`src/rtl/sprite_mem_port_pkg.sv`:
```
// Shared definitions for the sprite memory read port.
// - Default widths (RGB444 pixel, 1K-word BRAM), client count, BRAM latency.
// - ch_w: width of a channel tag (at least 1 bit, even for a single client).
// - wrap_inc: round-robin successor of a channel index.
package sprite_mem_port_pkg;

  localparam int WIDTH_BASE_DEF = 12;
  localparam int DEPTH_BASE_DEF = 10;
  localparam int N_CH_DEF       = 4;
  localparam int RD_LAT_DEF     = 1;

  function automatic int ch_w(input int n);
    return (n > 1) ? $clog2(n) : 1;
  endfunction

  function automatic int wrap_inc(input int w, input int n);
    return (w + 1 >= n) ? 0 : w + 1;
  endfunction

endpackage

```
`src/rtl/sprite_mem_port_if.sv`:
```
// Client + BRAM side bundle of the sprite memory read port.
// - req/addr   : per-channel read request, addr held with req until ack
// - ack        : one-hot grant (combinational)
// - rvalid     : per-channel one-cycle completion pulse
// - rdata      : per-channel held read data
// - mem_addr   : registered BRAM address (addra)
// - mem_dout   : BRAM read data (douta)
// master = clients + BRAM side, slave = the port itself.
// Packed [ch][bit] arrays lay out exactly like the flat i*W +: W slicing.
interface sprite_mem_port_if
  import sprite_mem_port_pkg::*;
#(
  parameter int N_CH       = N_CH_DEF,
  parameter int DEPTH_BASE = DEPTH_BASE_DEF,
  parameter int WIDTH_BASE = WIDTH_BASE_DEF
);
  logic [N_CH-1:0]                 req;
  logic [N_CH-1:0][DEPTH_BASE-1:0] addr;
  logic [N_CH-1:0]                 ack;
  logic [N_CH-1:0]                 rvalid;
  logic [N_CH-1:0][WIDTH_BASE-1:0] rdata;
  logic [DEPTH_BASE-1:0]           mem_addr;
  logic [WIDTH_BASE-1:0]           mem_dout;

  modport master (output req, addr, mem_dout, input ack, rvalid, rdata, mem_addr);
  modport slave  (input req, addr, mem_dout, output ack, rvalid, rdata, mem_addr);
endinterface

```
`src/rtl/sprite_mem_port_rr_arbiter.sv`:
```
// Round-robin arbiter, purely combinational.
// - req : request vector
// - ptr : highest-priority index this cycle
// - gnt : one-hot grant, zero when no request
// - win : encoded winner (0 when any=0)
// - any : some request granted
module rr_arbiter
  import sprite_mem_port_pkg::*;
#(
  parameter int N  = N_CH_DEF,
  parameter int CW = ch_w(N)
)(
  input  logic [N-1:0]  req,
  input  logic [CW-1:0] ptr,
  output logic [N-1:0]  gnt,
  output logic [CW-1:0] win,
  output logic          any
);
  // One extra bit so ptr+k can be folded back below N without overflow.
  logic [CW:0] idx;

  always_comb begin
    gnt = '0;
    win = '0;
    any = 1'b0;
    idx = '0;
    for (int k = 0; k < N; k++) begin
      idx = {1'b0, ptr} + (CW+1)'(k);
      if (idx >= (CW+1)'(N)) idx = idx - (CW+1)'(N);
      if (!any && req[idx[CW-1:0]]) begin
        any                 = 1'b1;
        gnt[idx[CW-1:0]]    = 1'b1;
        win                 = idx[CW-1:0];
      end
    end
  end
endmodule

```
`src/rtl/sprite_mem_port.sv`:
```
// Multi-client read port in front of one single-port sprite BRAM.
// - clk, rst : rising-edge clock, synchronous active-high reset
// - bus      : client request/ack/return signals plus BRAM addra/douta
// One read issued per cycle, round-robin between clients. Each issued read
// carries a channel tag down a shift register matched to the BRAM latency,
// so the returning word is steered to its requester with fixed latency:
// ack in cycle 0 -> rvalid/rdata in cycle 2+RD_LAT.
module sprite_mem_port
  import sprite_mem_port_pkg::*;
#(
  parameter int WIDTH_BASE = WIDTH_BASE_DEF,
  parameter int DEPTH_BASE = DEPTH_BASE_DEF,
  parameter int N_CH       = N_CH_DEF,
  parameter int RD_LAT     = RD_LAT_DEF
)(
  input logic           clk,
  input logic           rst,
  sprite_mem_port_if.slave bus
);
  localparam int CW = ch_w(N_CH);

  logic [CW-1:0]                   rr_ptr;
  logic [N_CH-1:0]                 gnt;
  logic [CW-1:0]                   win;
  logic                            any;
  logic [DEPTH_BASE-1:0]           mem_addr_q;
  // Stage 0 aligns with mem_addr, stage RD_LAT with mem_dout.
  logic [RD_LAT:0]                 vld_pipe;
  logic [RD_LAT:0][CW-1:0]         ch_pipe;
  logic [N_CH-1:0]                 hit;
  logic [N_CH-1:0]                 rvalid_q;
  logic [N_CH-1:0][WIDTH_BASE-1:0] rdata_q;

  rr_arbiter #(.N(N_CH), .CW(CW)) u_arb (
    .req (bus.req),
    .ptr (rr_ptr),
    .gnt (gnt),
    .win (win),
    .any (any)
  );

  // Nothing is accepted while in reset, so the grant is masked there too.
  assign bus.ack      = rst ? '0 : gnt;
  assign bus.mem_addr = mem_addr_q;
  assign bus.rvalid   = rvalid_q;
  assign bus.rdata    = rdata_q;

  // Issue side: pointer, BRAM address, tag shift register.
  always_ff @(posedge clk) begin
    if (rst) begin
      rr_ptr     <= '0;
      mem_addr_q <= '0;
      vld_pipe   <= '0;
      ch_pipe    <= '0;
    end else begin
      vld_pipe <= {vld_pipe[RD_LAT-1:0], any};
      ch_pipe  <= {ch_pipe[RD_LAT-1:0], win};
      if (any) begin
        rr_ptr     <= CW'(wrap_inc(int'(win), N_CH));
        mem_addr_q <= bus.addr[win];
      end
    end
  end

  // Return side: the tag leaving the pipe names the channel that owns mem_dout.
  always_comb begin
    hit = '0;
    for (int c = 0; c < N_CH; c++)
      hit[c] = vld_pipe[RD_LAT] && (ch_pipe[RD_LAT] == CW'(c));
  end

  always_ff @(posedge clk) begin
    if (rst) begin
      rvalid_q <= '0;
      rdata_q  <= '0;
    end else begin
      rvalid_q <= hit;
      for (int c = 0; c < N_CH; c++)
        if (hit[c]) rdata_q[c] <= bus.mem_dout;
    end
  end
endmodule

```
`src/flat_wrapper.sv`:
```
// flat-port wrapper written by rule: the top's interface ports become plain ports
module sprite_mem_port_flat import sprite_mem_port_pkg::*;
#(
  parameter int WIDTH_BASE = WIDTH_BASE_DEF,
  parameter int DEPTH_BASE = DEPTH_BASE_DEF,
  parameter int N_CH       = N_CH_DEF,
  parameter int RD_LAT     = RD_LAT_DEF
)
  (clk, rst, bus_req, bus_addr, bus_mem_dout, bus_ack, bus_rvalid, bus_rdata, bus_mem_addr);
  sprite_mem_port_if #(.N_CH(N_CH), .DEPTH_BASE(DEPTH_BASE), .WIDTH_BASE(WIDTH_BASE)) bus_i ();
  input logic clk;
  input logic rst;
  input wire logic [$bits(bus_i.req)-1:0] bus_req;
  input wire logic [$bits(bus_i.addr)-1:0] bus_addr;
  input wire logic [$bits(bus_i.mem_dout)-1:0] bus_mem_dout;
  output wire logic [$bits(bus_i.ack)-1:0] bus_ack;
  output wire logic [$bits(bus_i.rvalid)-1:0] bus_rvalid;
  output wire logic [$bits(bus_i.rdata)-1:0] bus_rdata;
  output wire logic [$bits(bus_i.mem_addr)-1:0] bus_mem_addr;
  assign bus_i.req = bus_req;
  assign bus_i.addr = bus_addr;
  assign bus_i.mem_dout = bus_mem_dout;
  assign bus_ack = bus_i.ack;
  assign bus_rvalid = bus_i.rvalid;
  assign bus_rdata = bus_i.rdata;
  assign bus_mem_addr = bus_i.mem_addr;
  sprite_mem_port #(.WIDTH_BASE(WIDTH_BASE), .DEPTH_BASE(DEPTH_BASE), .N_CH(N_CH), .RD_LAT(RD_LAT)) u_core (.clk(clk), .rst(rst), .bus(bus_i));
endmodule
```
`config.mk`:
```
export PLATFORM = sky130hd
export DESIGN_NAME = sprite_mem_port_flat
export DESIGN_NICKNAME = d
export VERILOG_FILES = /design/src/rtl/sprite_mem_port_pkg.sv /design/src/rtl/sprite_mem_port_if.sv /design/src/rtl/sprite_mem_port_rr_arbiter.sv /design/src/rtl/sprite_mem_port.sv /design/src/flat_wrapper.sv
export SDC_FILE = /design/constraint.sdc
export NUM_CORES = 1
export LEC_CHECK = 0
export CAP_MARGIN = 20
export CELL_PAD_IN_SITES_DETAIL_PLACEMENT = 1
export CELL_PAD_IN_SITES_GLOBAL_PLACEMENT = 1
export CORE_ASPECT_RATIO = 1.1
export CORE_MARGIN = 1
export CORE_UTILIZATION = 34
export DETAILED_ROUTE_END_ITERATION = 8
export PLACE_DENSITY = 0.87
export SYNTH_ARGS = -nofsm -noshare
export SYNTH_HDL_FRONTEND = slang
export SYNTH_SLANG_ARGS = --single-unit
```
`constraint.sdc`:
```
create_clock -name clk -period 6.25 [get_ports clk]
set_input_delay 0.9375 -clock clk [delete_from_list [all_inputs] [get_ports clk]]
set_output_delay 0.9375 -clock clk [all_outputs]
set_load 0.02 [all_outputs]
```
==> out/results.txt, run 1 <==
Post-synthesis sequential area ratio: 41.2%
Critical Path RT: 5310 ps
DR DRC count: 0
DRT Pass-1 Iters: 4
Total Routing Usage GR: 20.9%
Grt met1 use: 23.0%
Via/cell ratio: 5.37
Routing usage on met3: 5.67%
Max incr delay on CP: 770 ps
TritonCTS clock tree: built
Cell Chain, Critical Path: clkdlybuf4s50_1 -> mux4_2 -> nor3b_1 -> a221oi_1 -> nor2_1 -> clkdlybuf4s50_1
Final HPWL DP: 7.86 mm
RSZ-0062 raised after global routing: false
Fin crit period: 4740 ps
Switch share: 37.1%
Worst Hold Class: flip-flop to flip-flop
Worst Setup Start Kind: input pin
Post-route ant nets: 0
Final Hold Viols: 0
Ranking of synthesized cells by area: dfxtp_1, nand2_1, a21oi_1, mux2i_1, a221oi_1
Drt total wl: 10.7 mm
CP max-delay cell: mux4_2
Fraction of registers with async set/reset: 0%
Synth top cells by count: nand2_1, dfxtp_1, a21oi_1
Worst-Skew Late Latency: 350 ps
Worst-path fanout max: 19
CP arrival: 3800 ps
Post-synth EDFFs: 0
Synthesized netlist net count: 480
Relative slew slack: 44.6%
CP bufs+invs: 2
Die Footprint: 10400 sq um
Vias in the first global route: 3545
Setup TNS: 0 ps
Post-synthesis cell type count: 46
Clock Tree Buf Depth: 2
Global-route wire length before repair: 17.3 mm
Internal Pwr Total: 1.09 mW
Peak Freq: 0.211 GHz
Fin worst setup slack: 1510 ps
Ys Warns: 0
CTS clock-pin slew for the worst setup and hold paths: 70 ps
Vias: 3426
Buffers on Ports: 123
Iter 0 DRT Violations: 103
Leading area contributor after synthesis: dfxtp_1
Met2 GRT Util: 39.1%
Synth Cell Area: 3400 sq um
Syn Area/Cell: 8.21 sq um
I/O pin total: 124
Core area: 9540 sq um
Ant. Diodes: 0
Lkg Pwr: 1.69 nW
Final nets: 582
Status: completed
CTS sink count: 70
Final setup vio count: 0
Post-cts resize count: 0
Most frequent cell on the critical path: clkdlybuf4s50_1
Synth Register Bits: 70
CTS Buf Count: 9
Busiest layer in global routing: met2
Largest net degree at the start of global routing: 67
Total power per unit cell area: 358 nW/um^2
Initial antenna violation count: 0
Max H-tree Level: 3
Comb power frac: 43.1%
VDD IR-drop max: 205 uV
Cells after Synth: 414
Routability cong.: 0.772
Share of the synthesized area in the top cell type: 41.2%
Most frequent cell after synthesis: nand2_1
Hold buffer count at cts: 0
Starting Density: 35.7%
Post-layout util: 50.9%
Grt total ovfl: 0
Top delay family on crit path: buffers and inverters
Die height: 107 microns
Max cap viols: 0
Clock group share of total power: 25.7%
Max Slew Vio Count: 0
Area delta synth->final: 42.6%
CP Class: input pin to output port
Setup bufs post-CTS: 0
Site Rows: 37
Dpl ws: 1560 ps
Worst setup EP type: output port
Setup Skew: 10.2 ps
Seq pwr share: 31.2%
Main synth FF type: dfxtp_1
WL/cell: 16.8 microns
Die width: 97.4 microns
Root Buffer Master: clkbuf_8
Final period utilization: 75.8%
Psw: 0.644 mW
Worst slew pin tran: 829 ps
Share of layout cells above drive strength 1: 6.91%
state kept, by name, indices dropped and copies added (netlist names):
register / cells
u_core.bus.mem_addr: 10
u_core.bus.rdata: 48
u_core.ch_pipe: 4
u_core.rr_ptr: 2
u_core.vld_pipe: 2
u_core.bus.rvalid: 4
per-stage QoR:
step                area, sq um  power, mW  instances  hold slack [ps]
global placement           4610       1.26        622              422
CTS                        4850       1.75        638              443
finish                     4850       1.73        638              440
detailed placement         4610       1.30        622              427
global route               4850       1.83        638              456
floorplan                  3400       1.11        414              414
layout make-up:
class	instances	area, sq um
Clock buffer	9	124
Timing Repair Buffer	127	1260
Multi-Input combinational cell	305	1790
Tap cell	117	146
Fill cell	1142	4690
Clock inverter	7	120
Sequential cell	70	1400
Inverter	3	11.3
cell families after synthesis:
| group | share of synthesized area (%) |
|---|---|
| flops | 41.2 |
| xor+xnor | 0.258 |
| compound gates | 20.4 |
| simple gates | 22.6 |
| buf+inv | 6.11 |
| mux | 6.51 |
| fa+ha+maj | 2.94 |
power by group through the flow:
| stage | clock network (mW) | registers (mW) | logic, mW |
|---|---|---|---|
| 5_1_grt | 0.475 | 0.547 | 0.804 |
| 3_3_place_gp | 0 | 0.546 | 0.719 |
| 4_1_cts | 0.462 | 0.540 | 0.753 |
| 6_report | 0.446 | 0.540 | 0.748 |
| 3_5_place_dp | 0 | 0.549 | 0.748 |
| 2_1_floorplan | 0 | 0.582 | 0.523 |
placed cells by master (no fill, tap or decap), types with 4 or more instances in the layout:
cell type        count
a21oi_1             54
ha_1                 8
mux4_2               4
o31ai_1              9
nor2_1              18
clkbuf_8             9
dfxtp_1             70
nand2_1            121
a22oi_1              4
o221ai_1             7
nand3_1             10
buf_4                4
mux2i_1             12
a221oi_1            13
nor2b_1              8
clkdlybuf4s50_1    122
worst paths after layout:
kind,startpoint,end,slack (ps),depth (start not counted)
worst max-delay path,bus_req[3],bus_ack[2],1510,6
worst min-delay path,u_core.ch_pipe[0]$_SDFF_PP0_,u_core.ch_pipe[2]$_SDFF_PP0_,440,1
worst max register to register,u_core.rr_ptr[1]$_SDFFE_PP0P_,u_core.bus.mem_addr[8]$_SDFFE_PP0P_,2640,7
worst min register to register,u_core.ch_pipe[0]$_SDFF_PP0_,u_core.ch_pipe[2]$_SDFF_PP0_,440,1
layer usage:
metal,routed length [microns],vias to the layer above
li1,-,1638
met1,4340,1643
met2,5490,127
met3,727,18
met4,141,0
met5,0,-
(Power assumes the default switching activity.)
==> run 2: changes to the inputs <==
--- a/config.mk
+++ b/config.mk
@@ -10,9 +10,9 @@
 export CELL_PAD_IN_SITES_GLOBAL_PLACEMENT = 1
 export CORE_ASPECT_RATIO = 1.1
 export CORE_MARGIN = 1
-export CORE_UTILIZATION = 34
+export CORE_UTILIZATION = 32
 export DETAILED_ROUTE_END_ITERATION = 8
-export PLACE_DENSITY = 0.87
+export PLACE_DENSITY = 0.83
 export SYNTH_ARGS = -nofsm -noshare
 export SYNTH_HDL_FRONTEND = slang
 export SYNTH_SLANG_ARGS = --single-unit
==> constraint.sdc (replaced) <==
create_clock -name clk -period 4.6 [get_ports clk]
set_input_delay 0.69 -clock clk [delete_from_list [all_inputs] [get_ports clk]]
set_output_delay 0.69 -clock clk [all_outputs]
set_load 0.02 [all_outputs]
==> run 2 against run 1 <==
Compared with the run above:
- sequential share of layout area shrank 0.60 points
- combinational power grew 39%
- sequential power grew 35%
- core utilization shrank 3.0 points
- via count grew 0.88%
- global-route usage shrank 1.5 points
- flip-flop and latch count is the same
- routed wire length shrank 0.23%
- clock power grew 55%
- count of clock-buffer cells in the layout is the same
- cell count grew 4.4%
- highest routed layer unchanged
- total power grew 42%
==> out/results.txt, run 2 (synthesized netlist as in run 1, its figures left out) <==
Global-route wire length before repair: 16.7 mm (-3.5%)
Site Rows: 39 (+5.4%)
Setup bufs post-CTS: 0 (unchanged)
Clock Tree Buf Depth: 2 (unchanged)
Worst reg-to-reg setup slack: 1010 ps (-1630 ps)
Worst Hold Class: flip-flop to flip-flop
CP arrival: 3630 ps (-170 ps)
Routability cong.: 0.797 (+3.2%)
Die width: 100 microns (+3.0%)
Worst slew pin tran: 862 ps (+33.7 ps)
Initial antenna violation count: 0 (unchanged)
Die Footprint: 11000 sq um (+6.1%)
Starting Density: 32.9% (-2.8 points)
Buffers on Ports: 123 (unchanged)
I/O pin total: 124 (unchanged)
Share of layout cells above drive strength 1: 7.27% (+0.36 points)
Final nets: 584 (+0.34%)
Commonest non-fill, non-tap cells in the layout: clkdlybuf4s50_1, nand2_1, dfxtp_1
Vias in the first global route: 3346 (-5.6%)
Status: completed
Worst Setup SP: u_core.rr_ptr[0]$_SDFFE_PP0P_
Post-route ant nets: 0 (unchanged)
CTS sink count: 70 (unchanged)
Largest net degree at the start of global routing: 54 (-19%)
Setup TNS: 0 ps (unchanged)
Final Hold Viols: 0 (unchanged)
Fin crit period: 4320 ps
Relative slew slack: 42.3% (-2.3 points)
Most common cell after layout, fill and taps aside: clkdlybuf4s50_1
Hold buffer count at cts: 0 (unchanged)
Total chip power: 2.46 mW (+42%)
Via/cell ratio: 5.19 (-3.4%)
DR DRC count: 0 (unchanged)
Area delta synth->final: 45.7%
DRT Pass-1 Iters: 4 (unchanged)
Max reg flops: 48 (unchanged)
Critical Path RT: 3910 ps (-1400 ps)
VDD IR-drop max: 340 uV (+66%)
Vias: 3456 (+0.88%)
Worst Setup Start Kind: flip-flop
Core area: 10300 sq um (+8.5%)
Grt total ovfl: 0 (unchanged)
Worst-path fanout max: 10 (-9)
Max Slew Vio Count: 0 (unchanged)
CP Class: flip-flop to output port
Root Buffer Master: clkbuf_16
Peak Freq: 0.231 GHz
TritonCTS clock tree: built
Die height: 110 microns (+3.0%)
Total Routing Usage GR: 19.4% (-1.5 points)
CTS clock-pin slew for the worst setup and hold paths: 50 ps (-20 ps)
Max cap viols: 0 (unchanged)
Worst r2r src: u_core.rr_ptr[0]$_SDFFE_PP0P_
Ant. Diodes: 0 (unchanged)
Final period utilization: 93.9%
Lkg Pwr: 1.72 nW (+2.1%)
Total power per unit cell area: 496 nW/um^2 (+39%)
RSZ-0062 raised after global routing: false
Worst-Skew Late Latency: 330 ps (-20 ps)
Max H-tree Level: 3 (unchanged)
Final HPWL DP: 7.97 mm (+1.3%)
Iter 0 DRT Violations: 57 (-45%)
Setup Skew: 5.84 ps (-4.37 ps)
Worst setup EP type: output port
Hold Path Origin: u_core.vld_pipe[0]$_SDFF_PP0_
Drt total wl: 10.7 mm (-0.23%)
WL/cell: 16.0 microns (-4.4%)
Final setup vio count: 0 (unchanged)
CTS Buf Count: 9 (unchanged)
Post-cts resize count: 0 (unchanged)
run 2: changes by cell type in the layout (fill, tap and decap cells not counted):
cell,change
clkbuf_8,-9
clkbuf_16,+9
inv_6,-1
buf_4,+2
clkinv_4,+2
clkinv_2,+1
bufinv_16,-2
run 2: per-stage QoR:
step	hold slack [ps]	cell area, sq um	std cells	setup slack [ps]	util, %
after detailed placement	430	4650	650	403	45.0
after CTS	443	4950	666	328	47.9
final	435	4950	666	279	47.9
after global placement	420	4650	650	636	45.0
after global routing	463	4950	666	89.5	47.9
after floorplan	414	3400	414	880	-
run 2: metal layers:
metal,vias up,wire length (microns),global-route usage (%)
li1,1656,-,-
met3,10,558,4.73
met1,1677,4670,22.8
met4,0,53,5.28
met2,113,5390,35.2
met5,-,0,0
run 2: layout make-up:
type	count	area [sq um]
fillers	1226	5390
multi-input cells	305	1790
flip-flops and latches	70	1400
repair buffers	129	1270
clock buffers	9	225
well taps	143	179
clock inverters	7	73.8
inverters	3	11.3
run 2: final timing paths:
| path | to | cells after the start |
|---|---|---|
| worst max-delay path | bus_ack[1] | 7 |
| worst max register to register | u_core.bus.mem_addr[7]$_SDFFE_PP0P_ | 9 |
| worst min register to register | u_core.vld_pipe[1]$_SDFF_PP0_ | 1 |
| worst min-delay path | u_core.vld_pipe[1]$_SDFF_PP0_ | 1 |
run 2: critical path, stage by stage (launching register included):
cell	delay, ps
dfxtp_1	580
inv_1	240
ha_1	510
mux4_2	480
nor3b_1	520
a221oi_1	190
nor2_1	150
clkdlybuf4s50_1	620
run 2: where the power goes:
group	switching [mW]	total (mW)	internal (mW)
logic	0.591	1.04	0.450
registers	0.0473	0.727	0.679
clock network	0.269	0.690	0.421
